File: src/rtl/node_inject_queue.sv
// node_inject_queue: injection buffer in front of a mesh node's packet-in port.
// Core packets are queued in a high-QoS FIFO and a low-QoS FIFO. The source ID
// {VP,HP} is stamped on each packet, and one packet at a time is offered on the
// node's pkt_in valid/ready interface. The queue flushes itself while its own
// node is power-gated.
// Optional feature: define INJ_QUEUE_STARVE_EN to add a starvation counter.
// The counter forces a low grant after STARVE_LIMIT consecutive high grants
// while low traffic waits. With the macro undefined, arbitration is strict
// priority.
module node_inject_queue #(
  parameter logic [2:0] HP           = 3'b000,
  parameter logic [2:0] VP           = 3'b000,
  parameter int         DEPTH        = 4,
  parameter int         STARVE_LIMIT = 8
) (
  input  logic                       clk,
  input  logic                       rst_n,
  input  logic                       core_vld,
  output logic                       core_rdy,
  input  logic                       core_qos,
  input  logic [1:0]                 core_type,
  input  logic [5:0]                 core_tgt,
  input  logic [7:0]                 core_data,
  output logic                       pkt_in_vld,
  input  logic                       pkt_in_rdy,
  output logic                       pkt_in_qos,
  output logic [1:0]                 pkt_in_type,
  output logic [5:0]                 pkt_in_src,
  output logic [5:0]                 pkt_in_tgt,
  output logic [7:0]                 pkt_in_data,
  input  logic                       pg_en,
  input  logic [5:0]                 pg_node,
  output logic [$clog2(DEPTH+1)-1:0] hi_cnt,
  output logic [$clog2(DEPTH+1)-1:0] lo_cnt
);

  localparam int PW = (DEPTH > 1) ? $clog2(DEPTH) : 1;
  localparam int CW = $clog2(DEPTH+1);
  localparam logic [CW-1:0] FULL_CNT = CW'(DEPTH);
  localparam logic [5:0] NODE_ID = {VP, HP};

  // Entry layout: {type[1:0], tgt[5:0], data[7:0]}.
  typedef logic [15:0] entry_t;

  entry_t          hi_mem_q [DEPTH];
  entry_t          hi_mem_d [DEPTH];
  entry_t          lo_mem_q [DEPTH];
  entry_t          lo_mem_d [DEPTH];
  logic [PW-1:0]   hi_wr_q, hi_wr_d, hi_rd_q, hi_rd_d;
  logic [PW-1:0]   lo_wr_q, lo_wr_d, lo_rd_q, lo_rd_d;
  logic [CW-1:0]   hi_cnt_q, hi_cnt_d, lo_cnt_q, lo_cnt_d;
  logic            lock_vld_q, lock_vld_d;
  logic            lock_hi_q, lock_hi_d;

  logic            gated;
  logic            hi_ne, lo_ne, hi_full, lo_full;
  logic            force_lo;
  logic            sel_hi;
  logic            pkt_vld;
  logic            hs;
  logic            hi_push, lo_push, hi_pop, lo_pop;
  entry_t          head;
  entry_t          core_entry;

  assign gated      = pg_en && (pg_node == NODE_ID);
  assign hi_ne      = (hi_cnt_q != '0);
  assign lo_ne      = (lo_cnt_q != '0);
  assign hi_full    = (hi_cnt_q == FULL_CNT);
  assign lo_full    = (lo_cnt_q == FULL_CNT);
  assign core_entry = {core_type, core_tgt, core_data};

  // rst_n is folded in so core_rdy is low for the whole time reset is held.
  assign core_rdy = rst_n && !gated && (core_qos ? !hi_full : !lo_full);
  assign hi_push  = core_vld && core_rdy && core_qos;
  assign lo_push  = core_vld && core_rdy && !core_qos;

`ifdef INJ_QUEUE_STARVE_EN
  localparam logic [7:0] LIMIT = 8'(STARVE_LIMIT);
  logic [7:0] starve_cnt_q, starve_cnt_d;

  assign force_lo = (starve_cnt_q >= LIMIT) && lo_ne;

  // Count high grants taken while low waits; a low grant or an empty low FIFO restarts it.
  always_comb begin
    starve_cnt_d = starve_cnt_q;
    if (gated || !lo_ne || lo_pop) begin
      starve_cnt_d = '0;
    end else if (hi_pop && (starve_cnt_q != 8'hFF)) begin
      starve_cnt_d = starve_cnt_q + 8'd1;
    end
  end

  // Starvation counter register.
  always_ff @(posedge clk or negedge rst_n) begin
    if (!rst_n) begin
      starve_cnt_q <= '0;
    end else begin
      starve_cnt_q <= starve_cnt_d;
    end
  end
`else
  assign force_lo = 1'b0;
`endif

  // Arbitration and output muxing; a held lock freezes the selection during a stall.
  always_comb begin
    sel_hi  = lock_vld_q ? lock_hi_q : (hi_ne && !force_lo);
    pkt_vld = !gated && (sel_hi ? hi_ne : lo_ne);
    head    = sel_hi ? hi_mem_q[hi_rd_q] : lo_mem_q[lo_rd_q];
    hs      = pkt_vld && pkt_in_rdy;
    hi_pop  = hs && sel_hi;
    lo_pop  = hs && !sel_hi;
  end

  assign pkt_in_vld  = pkt_vld;
  assign pkt_in_qos  = pkt_vld && sel_hi;
  assign pkt_in_type = pkt_vld ? head[15:14] : 2'b00;
  assign pkt_in_tgt  = pkt_vld ? head[13:8]  : 6'h00;
  assign pkt_in_data = pkt_vld ? head[7:0]   : 8'h00;
  assign pkt_in_src  = NODE_ID;
  assign hi_cnt      = hi_cnt_q;
  assign lo_cnt      = lo_cnt_q;

  // Storage write: only the tail slot of the pushed FIFO changes.
  always_comb begin
    hi_mem_d = hi_mem_q;
    lo_mem_d = lo_mem_q;
    if (hi_push) hi_mem_d[hi_wr_q] = core_entry;
    if (lo_push) lo_mem_d[lo_wr_q] = core_entry;
  end

  // Payload storage carries no reset; occupancy counts say which slots are live.
  always_ff @(posedge clk) begin
    hi_mem_q <= hi_mem_d;
    lo_mem_q <= lo_mem_d;
  end

  // Pointer, count and lock next-state; gating flushes everything each cycle.
  always_comb begin
    hi_wr_d    = hi_wr_q;
    hi_rd_d    = hi_rd_q;
    hi_cnt_d   = hi_cnt_q;
    lo_wr_d    = lo_wr_q;
    lo_rd_d    = lo_rd_q;
    lo_cnt_d   = lo_cnt_q;
    lock_vld_d = lock_vld_q;
    lock_hi_d  = lock_hi_q;
    if (gated) begin
      hi_wr_d    = '0;
      hi_rd_d    = '0;
      hi_cnt_d   = '0;
      lo_wr_d    = '0;
      lo_rd_d    = '0;
      lo_cnt_d   = '0;
      lock_vld_d = 1'b0;
      lock_hi_d  = 1'b0;
    end else begin
      if (hi_push) hi_wr_d = hi_wr_q + 1'b1;
      if (hi_pop)  hi_rd_d = hi_rd_q + 1'b1;
      if (lo_push) lo_wr_d = lo_wr_q + 1'b1;
      if (lo_pop)  lo_rd_d = lo_rd_q + 1'b1;
      if (hi_push && !hi_pop) begin
        hi_cnt_d = hi_cnt_q + 1'b1;
      end else if (!hi_push && hi_pop) begin
        hi_cnt_d = hi_cnt_q - 1'b1;
      end
      if (lo_push && !lo_pop) begin
        lo_cnt_d = lo_cnt_q + 1'b1;
      end else if (!lo_push && lo_pop) begin
        lo_cnt_d = lo_cnt_q - 1'b1;
      end
      if (pkt_vld && !pkt_in_rdy) begin
        lock_vld_d = 1'b1;
        lock_hi_d  = sel_hi;
      end else if (hs) begin
        lock_vld_d = 1'b0;
      end
    end
  end

  // Control state registers.
  always_ff @(posedge clk or negedge rst_n) begin
    if (!rst_n) begin
      hi_wr_q    <= '0;
      hi_rd_q    <= '0;
      hi_cnt_q   <= '0;
      lo_wr_q    <= '0;
      lo_rd_q    <= '0;
      lo_cnt_q   <= '0;
      lock_vld_q <= 1'b0;
      lock_hi_q  <= 1'b0;
    end else begin
      hi_wr_q    <= hi_wr_d;
      hi_rd_q    <= hi_rd_d;
      hi_cnt_q   <= hi_cnt_d;
      lo_wr_q    <= lo_wr_d;
      lo_rd_q    <= lo_rd_d;
      lo_cnt_q   <= lo_cnt_d;
      lock_vld_q <= lock_vld_d;
      lock_hi_q  <= lock_hi_d;
    end
  end

endmodule

File: config.mk
export PLATFORM = sky130hd
export DESIGN_NAME = node_inject_queue
export DESIGN_NICKNAME = d
export VERILOG_FILES = /design/src/rtl/node_inject_queue.sv
export SDC_FILE = /design/constraint.sdc
export NUM_CORES = 1
export LEC_CHECK = 0
export ABC_AREA = 1
export CAP_MARGIN = 10
export CELL_PAD_IN_SITES_DETAIL_PLACEMENT = 0
export CELL_PAD_IN_SITES_GLOBAL_PLACEMENT = 1
export CORE_MARGIN = 3
export CORE_UTILIZATION = 50
export DETAILED_ROUTE_END_ITERATION = 8
export GPL_TIMING_DRIVEN = 0
export PLACE_DENSITY = 0.88
export SLEW_MARGIN = 10
export SYNTH_ARGS = -nofsm -noshare
export SYNTH_HDL_FRONTEND = slang
export SYNTH_SLANG_ARGS = --single-unit
File: constraint.sdc
create_clock -name clk -period 3.2 [get_ports clk]
set_clock_uncertainty 0.05 [all_clocks]
set_input_delay 0.8 -clock clk [delete_from_list [all_inputs] [get_ports clk]]
set_output_delay 0.8 -clock clk [all_outputs]
set_load 0.02 [all_outputs]
==> run metrics <==
routability cong.=0.8816; number of routed nets with antenna violations=0; HPWL after detailed placement=approximately 9600 um; Initial Util=between 50% and 60%; Clk network pwr share=26.0%; maxcap violations=0; CTS buffer count=17; Final setup viols=0; proportion of layout cells with a drive suffix above 1=a little over a fifth; Via density=roughly 5.5; CP startpoint=pg_node[3]; status=completed; CP required=2.35 ns; endpoint type of the worst setup path=output port; htree depth=4; synth warn=0; vias in the first global route=about 4300; Port-buffer cells=52; final period utilization=a little over nine tenths; Synth Area per Inst=12.26 um^2; hold_buf cts=0; HP Class=input port to async pin; Yosys cell types=32; Comb power frac=a little over two fifths; R2R Path End=hi_mem_q[58]; Layout Utilization=approximately 64%; io pins=59; Clock Tree Root=clkbuf_16; register area share after synthesis=between 60% and 70%; P_int=roughly 4600 uW; max_slew headroom=60.25%; RSZ-0062 raised after global routing=false; Vias=4291; CTS tree=done; Clock transition at path regs=0.06 ns; register bit total from synthesis=between 100 and 150; CP Launch Type=input port; mean routed wirelength per cell=between 15 and 20 um; critical path type=input port to output port; Switching Fraction=about two fifths; first-pass GRT wire length=between 20000 and 25000 um; CP max FO=4; Worst R2R Start=hi_cnt[2]; worst-margin pin slew=0.5962 ns; Power Total=between 7000 and 8000 uW; Initial DRT Pass Iterations=5; Power Dens Cells=964.1 nW/um^2; Slew Limit Fails=0; Critical Path AT=around 2.3 ns; crit path capture=pkt_in_type[1]; Place WS=-0.6803 ns; Syn Inst Count=roughly 510; CTS max path bufs=2; Reg power frac=a little under a third; later-pin clock latency in the skew report=0.42 ns; CORE AREA=12160 um^2; min Tclk post-route=slightly above 3 ns; cell area after placement=slightly above 7000 um^2; P&R area growth vs syn=24.23%; num rows=40; ANT cells=0; Die Width=118.0 um; Die Y-Extent=around 120 um; PnR worst setup slack=0.09370 ns; Die Area=~14000 um^2; Final nets=between 600 and 700; FMAX=roughly 0.32 GHz; largest net degree at the start of global routing=18; GRT Resource Usage Total=about 22%; Peak VDD IR=roughly 0.00051 V; final global-route overflow total=0; mapped cell area=6275 um^2; net load switching power=~3000 uW; initial antenna violation count=0; final instance area=between 7000 and 8000 um^2; Leak Pwr=about 0.0030 uW; initial DRC count=approximately 440; final hold viol count=0; Routed WL=between 10000 and 15000 um; DR DRC count=0; cells on worst reg2reg path=8; Reg2Reg Setup Slack=0.94 ns; CTS Sinks=approximately 140
==> cell usage in the layout (no fill, tap or decap), types with 11 or more instances in the layout <==
cell,count
a21oi_1,36
a32oi_1,16
buf_2,11
buf_4,11
clkbuf_16,17
clkdlybuf4s50_1,32
dfrtp_1,15
edfxtp_1,128
inv_1,43
mux2_2,16
nand2_1,98
nand3_1,11
nor2_2,13
o211a_1,16
o21ai_0,42
==> layer usage <==
metal | part of all wire, % | wire length [um] | vias up | global-route usage [%]
met5 | 0 | 0 | - | 0
met4 | 1.8 | 274 | 0 | 9.011
met3 | 6.5 | 964 | 26 | 4.853
met2 | 50 | 7479 | 166 | 37.12
met1 | 41 | 6169 | 2099 | 28.16
li1 | - | - | 2000 | -
==> state kept, by name, indices dropped and copies added (netlist names) <==
register / count
lo_cnt: 3
lo_mem_q: 64
lock_hi_q: 1
hi_cnt: 3
lo_rd_q: 2
hi_mem_q: 64
lo_wr_q: 2
hi_rd_q: 2
hi_wr_q: 2
lock_vld_q: 1
==> final cells by class <==
cell class	instances	area (um^2)
Buffer	29	180.2
Timing Repair inverter	1	7.507
Multi-Input combinational cell	294	1750
Clock inverter	14	158.9
Sequential cell	144	4245
Fill cell	929	4367
Timing Repair Buffer	65	619.3
Clock buffer	18	429.2
Tap cell	168	210.2
Inverter	50	193.9
==> worst max-delay path, cell delays in order <==
cell and delay, ns:
clkdlybuf4s50_1 0.40, nor2_1 0.12, nand4_2 0.18, nand3_4 0.18, buf_12 0.12, clkinvlp_4 0.13, o211a_1 0.17, buf_2 0.16
==> worst min path at each step <==
| stage | from | to | slack (ns) | depth (start not counted) |
|---|---|---|---|---|
| 6_report | rst_n | lo_cnt[1] | 0.36 | 1 |
| 5_1_grt | rst_n | lo_cnt[0] | 0.39 | 1 |
| 4_1_cts | rst_n | lo_cnt[1] | 0.37 | 1 |
| 3_5_place_dp | lo_cnt[1] | lo_cnt[1] | 0.48 | 2 |
| 3_3_place_gp | lo_cnt[1] | lo_cnt[1] | 0.46 | 2 |
| 2_1_floorplan | rst_n | hi_cnt[0] | 0.45 | 0 |
==> Yosys cell counts, drive strengths merged <==
master	instances	area share (%)
mux2	16	2.9
clkinv	2	0.12
nand3	15	1.4
nand2	102	6.3
a21oi	38	3.2
ha	8	1.6
o22ai	1	0.10
nand4	7	0.80
buf	11	1.2
nor2	21	1.6
or2	1	0.14
conb	1	0.060
clkbuf	18	1.1
fa	2	0.64
a32oi	16	2.2
nor3	1	0.080
dfrtp	16	6.4
o21ai	44	3.5
o211a	16	2.6
inv	48	2.9
edfxtp	128	61
==> power by group through the flow <==
stage | logic [uW] | registers (uW) | clock network (uW)
2_1_floorplan | 1920 | 2410 | 0
3_3_place_gp | 3160 | 2380 | 0
4_1_cts | 3300 | 2360 | 1970
6_report | 3210 | 2360 | 1950
3_5_place_dp | 3260 | 2390 | 0
5_1_grt | 3490 | 2380 | 2060
==> what timing repair did <==
action,4_1_cts,5_1_grt
gates resized for setup,68,13
hold endpoints to repair,0,0
endpoints found under the setup margin,47,11
setup buffers,5,0
gates cloned,1,0
pin swaps,2,3
==> kinds of logic (layout without fill, tap and decap cells) <==
group,count (synthesis),count (layout),synth area share [%]
AOI/OAI and AO/OA,115,115,11.55
adders and majority gates,10,10,2.233
buffers and inverters,79,177,5.284
DFF,144,144,67.64
muxes,16,16,2.871
other,1,6,0.05976
and+or+nand+nor,147,147,10.37
==> stage by stage <==
step | TNS (ns) | std cells | hold WS [ns]
after floorplan | 0 | 517 | 0.4544
after global placement | -141.34 | 737 | 0.4551
after detailed placement | -55.56 | 745 | 0.4760
after CTS | 0 | 783 | 0.3678
after global routing | 0 | 783 | 0.3897
final | 0 | 783 | 0.3639
No activity file was read; power rests on OpenSTA's default activity.
